===== src/rtl/tdm_demux2.sv =====
// Two-channel bit-serial TDM receiver: rebuilds one parallel word per channel after each frame sync.
// Optional even-parity bit per slot when TDM_PARITY_EN is defined.
module tdm_demux2 #(
    parameter int WIDTH = 4
) (
    input  logic             clk,
    input  logic             rst_n,
    input  logic             din,
    input  logic             den,
    input  logic             sync,
    output logic [WIDTH-1:0] o0,
    output logic [WIDTH-1:0] o1,
    output logic             v0,
    output logic             v1,
    output logic             ferr,
    output logic             perr
);

`ifdef TDM_PARITY_EN
    localparam int SLOT = WIDTH + 1;
`else
    localparam int SLOT = WIDTH;
`endif
    localparam int CW = $clog2(SLOT + 1);
    localparam logic [CW-1:0] LAST = CW'(SLOT - 1);

    typedef enum logic [1:0] {
        IDLE,
        CH0,
        CH1
    } state_t;

    state_t           r_state;
    state_t           w_stateNext;
    logic [CW-1:0]    r_cnt;
    logic [CW-1:0]    w_cntNext;
    logic [WIDTH-1:0] r_shift;
    logic [WIDTH-1:0] w_shiftNext;
    logic [WIDTH-1:0] w_shiftIn;
    logic [WIDTH-1:0] w_word;
    logic [WIDTH-1:0] r_o0;
    logic [WIDTH-1:0] r_o1;
    logic             r_v0;
    logic             r_v1;
    logic             r_ferr;
    logic             w_load0;
    logic             w_load1;
    logic             w_ferrNext;

    // The shift form keeps every register bit in use even though the MSB falls off.
    assign w_shiftIn = (r_shift << 1) | {{(WIDTH-1){1'b0}}, din};

`ifdef TDM_PARITY_EN
    logic r_par;
    logic w_parNext;
    logic r_perr;
    logic w_perrNext;
    logic w_isData;
    logic w_wordOk;

    // The parity bit is the final bit of a slot and is never shifted into the word.
    assign w_isData = (r_cnt < CW'(WIDTH));
    assign w_word   = r_shift;
    assign w_wordOk = ~(r_par ^ din);
`else
    assign w_word   = w_shiftIn;
`endif

    always_comb begin
        w_stateNext = r_state;
        w_cntNext   = r_cnt;
        w_shiftNext = r_shift;
        w_load0     = 1'b0;
        w_load1     = 1'b0;
        w_ferrNext  = 1'b0;
`ifdef TDM_PARITY_EN
        w_parNext   = r_par;
        w_perrNext  = 1'b0;
`endif
        if (den) begin
            if (sync) begin
                // A sync always starts a new frame; mid-frame it also drops the partial word.
                w_ferrNext  = (r_state != IDLE);
                w_stateNext = CH0;
                w_cntNext   = CW'(1);
                w_shiftNext = {{(WIDTH-1){1'b0}}, din};
`ifdef TDM_PARITY_EN
                w_parNext   = din;
`endif
            end else if (r_state != IDLE) begin
                w_cntNext = r_cnt + CW'(1);
`ifdef TDM_PARITY_EN
                w_parNext = r_par ^ din;
                if (w_isData) begin
                    w_shiftNext = w_shiftIn;
                end
`else
                w_shiftNext = w_shiftIn;
`endif
                if (r_cnt == LAST) begin
                    w_cntNext   = '0;
                    w_shiftNext = '0;
                    w_stateNext = (r_state == CH0) ? CH1 : IDLE;
`ifdef TDM_PARITY_EN
                    w_parNext   = 1'b0;
                    if (w_wordOk) begin
                        w_load0 = (r_state == CH0);
                        w_load1 = (r_state == CH1);
                    end else begin
                        w_perrNext = 1'b1;
                    end
`else
                    w_load0 = (r_state == CH0);
                    w_load1 = (r_state == CH1);
`endif
                end
            end
        end
    end

    always_ff @(posedge clk or negedge rst_n) begin
        if (!rst_n) begin
            r_state <= IDLE;
            r_cnt   <= '0;
            r_shift <= '0;
        end else begin
            r_state <= w_stateNext;
            r_cnt   <= w_cntNext;
            r_shift <= w_shiftNext;
        end
    end

    // Words and strobes are registered together so v0/v1 coincide with the new value.
    always_ff @(posedge clk or negedge rst_n) begin
        if (!rst_n) begin
            r_o0   <= '0;
            r_o1   <= '0;
            r_v0   <= 1'b0;
            r_v1   <= 1'b0;
            r_ferr <= 1'b0;
        end else begin
            if (w_load0) begin
                r_o0 <= w_word;
            end
            if (w_load1) begin
                r_o1 <= w_word;
            end
            r_v0   <= w_load0;
            r_v1   <= w_load1;
            r_ferr <= w_ferrNext;
        end
    end

`ifdef TDM_PARITY_EN
    always_ff @(posedge clk or negedge rst_n) begin
        if (!rst_n) begin
            r_par  <= 1'b0;
            r_perr <= 1'b0;
        end else begin
            r_par  <= w_parNext;
            r_perr <= w_perrNext;
        end
    end

    assign perr = r_perr;
`else
    assign perr = 1'b0;
`endif

    assign o0   = r_o0;
    assign o1   = r_o1;
    assign v0   = r_v0;
    assign v1   = r_v1;
    assign ferr = r_ferr;

endmodule


===== config.mk =====
export PLATFORM = sky130hd
export DESIGN_NAME = tdm_demux2
export DESIGN_NICKNAME = d
export VERILOG_FILES = /design/src/rtl/tdm_demux2.sv
export SDC_FILE = /design/constraint.sdc
export NUM_CORES = 1
export LEC_CHECK = 0
export ABC_CLOCK_PERIOD_IN_PS = 3200
export CAP_MARGIN = 10
export CORE_UTILIZATION = 52
export DETAILED_ROUTE_END_ITERATION = 6
export GPL_ROUTABILITY_DRIVEN = 0
export GPL_TIMING_DRIVEN = 1
export PLACE_DENSITY = 0.8
export SYNTH_ARGS = -nofsm -noshare
export SYNTH_HDL_FRONTEND = slang
export SYNTH_SLANG_ARGS = --single-unit

===== constraint.sdc =====
create_clock -name clk -period 3.2 [get_ports clk]
set_input_delay 0.64 -clock clk [delete_from_list [all_inputs] [get_ports clk]]
set_output_delay 0.64 -clock clk [all_outputs]
set_load 0.03 [all_outputs]

== Yosys cells after proc, flatten, opt, wreduce, memory -nomap -nowiden ==
Cells that the tools add are included.
Storage, ports and cells
  register bits after elaboration: 19
  input bits: 5
  word-level logic and storage cells: 38
Operators by class
  add/sub/neg operators: 1
  equality and inequality tests: 3
  muxes and demuxes: 20
  bitwise logic cells: 1
  reductions and logical operators: 5
Operators by type and width (count)
  3-bit 2-to-1 mux: 6
  1-bit 2-to-1 mux: 10
  2-bit 2-to-1 mux: 4
  2-bit nonzero test: 3
  4-bit by 1-bit OR with 4-bit output: 1
  3-bit by 1-bit adder with 3-bit output (second input constant): 1
  3-bit by 2-bit equality test with 1-bit output (second input constant): 1
  3-bit AND reduction: 1
  2-bit by 1-bit equality test with 1-bit output (second input constant): 1
  2-bit equality test (second input constant): 1
  2-bit AND reduction: 1

== Longest topological paths before layout ==
  depth in word-level cells: 5
  gate-level depth with buffers: 4
  mapped depth without buffers: 4

== Least setup slack after synthesis ==
OpenSTA, ideal clock, no wires.
  path type: input port to flip-flop
  from: input sync
  to: register r_o0[0], in the netlist o0[0]
  library setup time: 0.125 ns
  data arrival time: 1.510 ns
  path slack: 1.565 ns
  stages on the path: 4
  path buffers: 1
  path through: buf_6 and4bb_4 nand3_4 mux2_4
On the way
  cells in the longest elaborated chain, start to end: 2
Ends and longest elaborated chain
  start, declared: line 10  | input logic sync,
  1-bit 2-to-1 mux: line 81  | if (sync) begin
  1-bit 2-to-1 mux: line 80  | if (den) begin
  end signal, assigned: line 143  | r_o0 <= w_word;
  end, declared: line 41  | logic [WIDTH-1:0] r_o0;
No other way between the ends.
A chain may end at the register's enable or synchronous reset.

== Worst setup path after layout ==
  from: register r_o1[2], in the netlist o1[2]
  to: output o1[2]
RTL lines
  start, declared: line 42  | logic [WIDTH-1:0] r_o1;
  start signal, assigned: line 146  | r_o1 <= w_word;
  end, declared: line 12  | output logic [WIDTH-1:0] o1,
No word-level cell between the ends.

==> impl_metrics.py <==
metrics = {
    "pwr": {
        "seq_power_share_pct": 48.2,
        "finalPower_mw": 0.713,
        "p_clk_share_pct": 16.2,
        "p_sw_share_pct": 34.9,
        "p_switching_mw": 0.249,
        "p_leak_nw": 0.517,
        "internal-power_mw": 0.465,
        "p_per_area_nw_per_um2": 689,
        "p_comb_share_pct": 35.6,
        "vdd_drop_max_mv": 0.333,
    },
    "die": {
        "start_util_pct": 56.3,
        "core_area_sq_um": 1520,
        "die_h_microns": 42.6,
        "row_count": 14,
        "die_area_sq_um": 1820,
        "die_w_microns": 42.6,
        "num_io_pins": 17,
    },
    "sta": {
        "skew_ns": 0.00176,
        "fmax_mhz": 504,
        "setup_viol": 0,
        "setup_tns_ns": 0,
        "finalMaxSlewViolations": 0,
        "holdWs_ns": 0.511,
        "fin_ws_ns": 1.22,
        "rsz0062_at_grt": "no",
        "post-route-period-util_pct": 62.0,
        "fin_crit_ns": 1.98,
        "hold_viol_final": 0,
        "slew_headroom_pct": 47.7,
        "tightest_slew_ns": 0.782,
    },
    "worst_setup_path": {
        "path_cells": "clkdlybuf4s50_1",
        "critPathCapture": "o1[2]",
        "cp_top_family": "buffers and inverters",
        "reg2reg_to": "o0[0]$_DFFE_PN0P_",
        "cp_max_fo": 2,
        "critPathMaxStageDelay_ns": 0.68,
        "regToRegSetupSlack_ns": 1.76,
        "crit_buf_inv": 1,
        "worst_ep_arrival_time_ns": 1.34,
        "cp.depth": 1,
        "worstSetupStartpoint": "o1[2]$_DFFE_PN0P_",
        "end_kind": "output pin",
        "critPathSlowestCell": "clkdlybuf4s50_1",
        "cp-start-kind": "flop",
        "r2r-start": "r_cnt[1]$_DFFE_PN0P_",
        "cp.required_ns": 2.56,
        "rr_worst_depth": 4,
        "critical_path_class": "flop to output pin",
    },
    "min_path": {
        "hp-class": "flop to flop",
    },
    "clocking": {
        "cts.clk_slew.worst_paths_ns": 0.10,
        "clkLatencyLatePin_ns": 0.29,
        "clock_sinks": 19,
        "cts_tree": "built",
        "cts_buffers": 3,
        "holdBufCountCts": 0,
        "cts_root_buf": "clkbuf_4",
        "cts_resized": 0,
        "clk_path_buf_depth": 2,
        "htreeDepth": 1,
        "post-cts-setup-buffer-count": 0,
    },
    "detailed_routing": {
        "drc": 0,
        "routed_wl_microns": 1350,
        "dr.pass1.iters": 4,
        "dr.first_iter.drc_count": 8,
        "ant_nets": 0,
        "vias": 556,
        "wl_per_cell_microns": 13.8,
        "via_per_inst": 5.67,
    },
    "finish": {
        "layout_commonest_cell": "dfrtp_1",
        "area_growth_pct": 20.7,
        "final_util_pct": 68.0,
        "antennaDiodeCount": 0,
        "layout-drive-gt1-share_pct": 18.3,
        "layout_common_cells": "dfrtp_1 (19), clkdlybuf4s50_1 (15), mux2_4 (8)",
        "stdcell_count": 98,
        "design_area_sq_um": 1040,
        "nets": 89,
    },
    "place": {
        "hpwl_microns": 994,
        "placed_cell_area_sq_um": 1010,
        "dp.cells": 94,
        "portBuffers": 15,
        "pre_cts_ws_ns": 0.976,
    },
    "grt": {
        "grt_pass1_wl_microns": 2300,
        "grt_max_degree": 20,
        "track_usage_pct": 17.0,
        "first_global_vias": 520,
        "grt.overflow.total": 0,
        "grt_antenna_before_repair": 0,
    },
    "logic_synthesis": {
        "ys_seq_area_share_pct": 55.4,
        "async_flop_share_pct": 100,
        "yosys_register_bits": 19,
        "yosys_warnings": 0,
        "synthCells": 65,
        "synth.distinct_cells": 24,
        "syn_area_per_cell_sq_um": 13.2,
        "synth_edf_count": 0,
        "ys.flop_type": "dfrtp_1",
        "syn-num-nets": 71,
        "synth_area_sq_um": 858,
    },
    "flow_run": {
        "maxCapViolations": 0,
    },
    "status": {
        "status": "finished, final reports clean",
    },
}
-- sequential cells by signal (all words and copies together) (netlist names) --
name	count
ferr	1
o0	4
o1	4
r_cnt	3
r_shift	3
r_state	2
v0	1
v1	1
-- cells by family after synthesis --
logic type	share of synthesized area, %
flip-flops	55.4
AO/OA/AOI/OAI	13.3
AND/OR/NAND/NOR	10.6
buffers and inverters	4.81
multiplexers	14.0
adder cells (fa/ha/maj)	1.46
other	0.437
-- layout make-up --
type                            instances  area (sq um)
Fill cell                             116           488
Sequential cell                        19           475
Multi-Input combinational cell         38           342
Timing Repair Buffer                   15           150
Clock buffer                            4          26.3
Inverter                                6          22.5
Tap cell                               16          20.0
-- metal layers --
metal	vias to the layer above	part of all wire [%]	GRT usage [%]
met3	4	3.6	3.88
met4	0	1.6	5.63
li1	264	-	-
met5	-	0	0
met2	17	47	27.0
met1	271	48	22.9
-- power groups by stage --
| stage | registers, mW | logic [mW] | clock network (mW) |
|---|---|---|---|
| after floorplan | 0.388 | 0.128 | 0 |
| after global placement | 0.347 | 0.248 | 0 |
| after detailed placement | 0.349 | 0.253 | 0 |
| after CTS | 0.344 | 0.254 | 0.119 |
| after global routing | 0.353 | 0.276 | 0.131 |
| final | 0.344 | 0.254 | 0.116 |
-- cells in the mapped netlist, drive strengths merged, types with 2 or more instances --
cell     instances  area share, %
mux2             8             14
o21ai            4            2.3
buf              2            2.2
a21oi            3            1.7
o21a             2            1.7
dfrtp           19             55
a32oi            2            2.0
o2bb2ai          3            3.1
inv              5            2.2
nand2            3            1.3
nor3             2            1.2
-- how the worst min path moves through the flow --
stage | startpoint | to | slack [ns] | cells past startpoint
2_1_floorplan | rst_n | ferr$_DFF_PN0_ | 0.34 | 0
3_3_place_gp | o0[0]$_DFFE_PN0P_ | o0[0]$_DFFE_PN0P_ | 0.49 | 1
3_5_place_dp | r_cnt[2]$_DFFE_PN0P_ | r_cnt[2]$_DFFE_PN0P_ | 0.49 | 1
4_1_cts | r_cnt[2]$_DFFE_PN0P_ | r_cnt[2]$_DFFE_PN0P_ | 0.51 | 1
5_1_grt | r_cnt[2]$_DFFE_PN0P_ | r_cnt[2]$_DFFE_PN0P_ | 0.54 | 1
6_report | r_cnt[2]$_DFFE_PN0P_ | r_cnt[2]$_DFFE_PN0P_ | 0.51 | 1
(Power assumes the default switching activity.)
==> variant, RTL diff (same flow settings) <==
Remove the register `r_v0`: a continuous assignment takes its place, so the output `v0` follows one clock earlier.
--- a/src/rtl/tdm_demux2.sv
+++ b/src/rtl/tdm_demux2.sv
@@ -136,5 +136,4 @@
             r_o0   <= '0;
             r_o1   <= '0;
-            r_v0   <= 1'b0;
             r_v1   <= 1'b0;
             r_ferr <= 1'b0;
@@ -146,9 +145,10 @@
                 r_o1 <= w_word;
             end
-            r_v0   <= w_load0;
             r_v1   <= w_load1;
             r_ferr <= w_ferrNext;
         end
     end
+
+    assign r_v0 = w_load0;
 
 `ifdef TDM_PARITY_EN
Function: changed (a bounded check fails within 4 cycles, from zero or initial values and one cycle with rst_n low).
==> variant against the unedited design <==
Sequential cell count is 1 lower. Cell area is 0.24% lower. Die area is 2.6% lower. Clock skew is 0.00099 ns higher. Wire length is 2.8% higher. Setup slack worse by 0.93 ns. Synthesized area is 2.8% lower. Power is 3.4% higher. Worst hold slack better by 0.012 ns. Critical path type is now in -> out. Critical endpoint is now v0.
==> variant: results (changes against the unedited design) <==
metric,value,unit,change
crit path DAT,2.28,ns,+0.94 ns
DRT Wirelength,1.39,mm,+2.8%
mux cell area share after synthesis,0.144,,+0.00399
Final Skew,0.00276,ns,+0.000994 ns
antenna cells,0,,unchanged
"non-filler cells, final",93,,-5.1%
initial DRC count,12,,+4
post-synth cell types,28,,+17%
Layout Nets,84,,-5.6%
share of cells above drive strength 1,0.299,,+0.116
GRT met1 Usage,0.270,,+0.0409
adder and majority gate portion of the synthesized area,0.0150,,+0.000415
Worst-Skew Late Latency,0.30,ns,
Synth Area in Compound Gates,0.135,,+0.00228
PostCTS Resize Cnt,0,,unchanged
vias in the first global route,504,,-3.1%
placed insts,89,,-5.3%
Vias/cell,5.56,,-2.0%
GR Util met2,0.259,,-0.0103
most frequent cells after synthesis,"dfrtp_1 (18), mux2_4 (8), inv_1 (4)",,
Detailed Place HPWL,989,um,-0.52%
Pleak,0.539,nW,+4.3%
top post-synthesis cells by area,"dfrtp_1 (54%), mux2_4 (14%), nand3b_4 (4.8%), a22o_1 (2.1%), and4bb_4 (1.9%)",,
largest net degree at the start of global routing,19,,-5.0%
first-pass GRT wire length,2.34,mm,+1.8%
switch share,0.336,,-0.0130
"Seq/Total Area, Yosys",0.540,,-0.0142
synthesized net count,65,,-8.5%
ys async rst share,1.00,,unchanged
met3 usage,0.0388,,unchanged
number of buffers created by CTS,3,,unchanged
Most used DFF post-synth,dfrtp_1,,
Post-Place Cell Area,997,um2,-1.2%
overall routing resource usage,0.184,,+0.0146
Critical-path top delay cell,clkdlybuf4s50_1,,
initial antenna violation count,0,,unchanged
CP max FO,6,,+4
status,"complete, no violations",,
Peak VDD IR,0.286,mV,-14%
1st-pass router iterations,4,,unchanged
fill count,110,,-5.2%
Synth Area in XOR/XNOR,0,,unchanged
CP max stage delay,0.66,ns,-0.02 ns
Syn Area/Cell,14.1,um2,+7.1%
Worst-Margin Slew,0.763,ns,-0.0191 ns
==> variant: cells by family (layout without fill, tap and decap cells) <==
| family | after synthesis | in the layout |
|---|---|---|
| fa+ha+maj | 1 | 1 |
| buf+inv | 7 | 25 |
| compound gates | 14 | 14 |
| flops | 18 | 18 |
| other cells | 1 | 1 |
| simple gates | 10 | 10 |
| mux | 8 | 8 |
==> variant: worst paths after layout <==
kind	start	endpoint	slack, ns	cells after the start
max in group asynchronous	rst_n	o1[2]	1.95	1
worst min register to register	o1[1]	o1[1]	0.52	1
min in group asynchronous	rst_n	ferr	0.78	1
worst max register to register	r_cnt[0]	o1[0]	1.72	4
worst min-delay path	o1[1]	o1[1]	0.52	1
worst max-delay path	sync	v0	0.28	5
==> variant: area by class of cell <==
cell class                 count  area share
sequential                    18       0.436
multi-input combinational     34       0.335
timing repair buffer          17       0.160
clock buffer                   4      0.0351
tap                           16      0.0194
inverter                       4      0.0145
==> variant: layer usage <==
metal,vias up,share of wire
met5,-,0
met1,249,0.47
li1,248,-
met4,0,0.022
met3,3,0.051
met2,17,0.46
==> variant: power by group through the flow <==
stage	Combinational [mW]	Clock [mW]	Sequential [mW]
floorplan	0.140	0	0.370
global placement	0.260	0	0.330
detailed placement	0.267	0	0.333
CTS	0.268	0.145	0.328
global route	0.291	0.155	0.336
finish	0.268	0.142	0.328
==> variant: per-stage QoR <==
stage	setup WS (ns)	utilization	hold slack (ns)
floorplan	1.13	-	0.344
global placement	0.290	0.662	0.494
detailed placement	0.278	0.662	0.504
CTS	0.278	0.686	0.527
global route	0.232	0.686	0.545
finish	0.284	0.686	0.524
==> variant: critical path: cells and delay by family <==
kind                   cells  cell delay [ns]
buffers and inverters      3             1.16
and+or+nand+nor            2             0.49
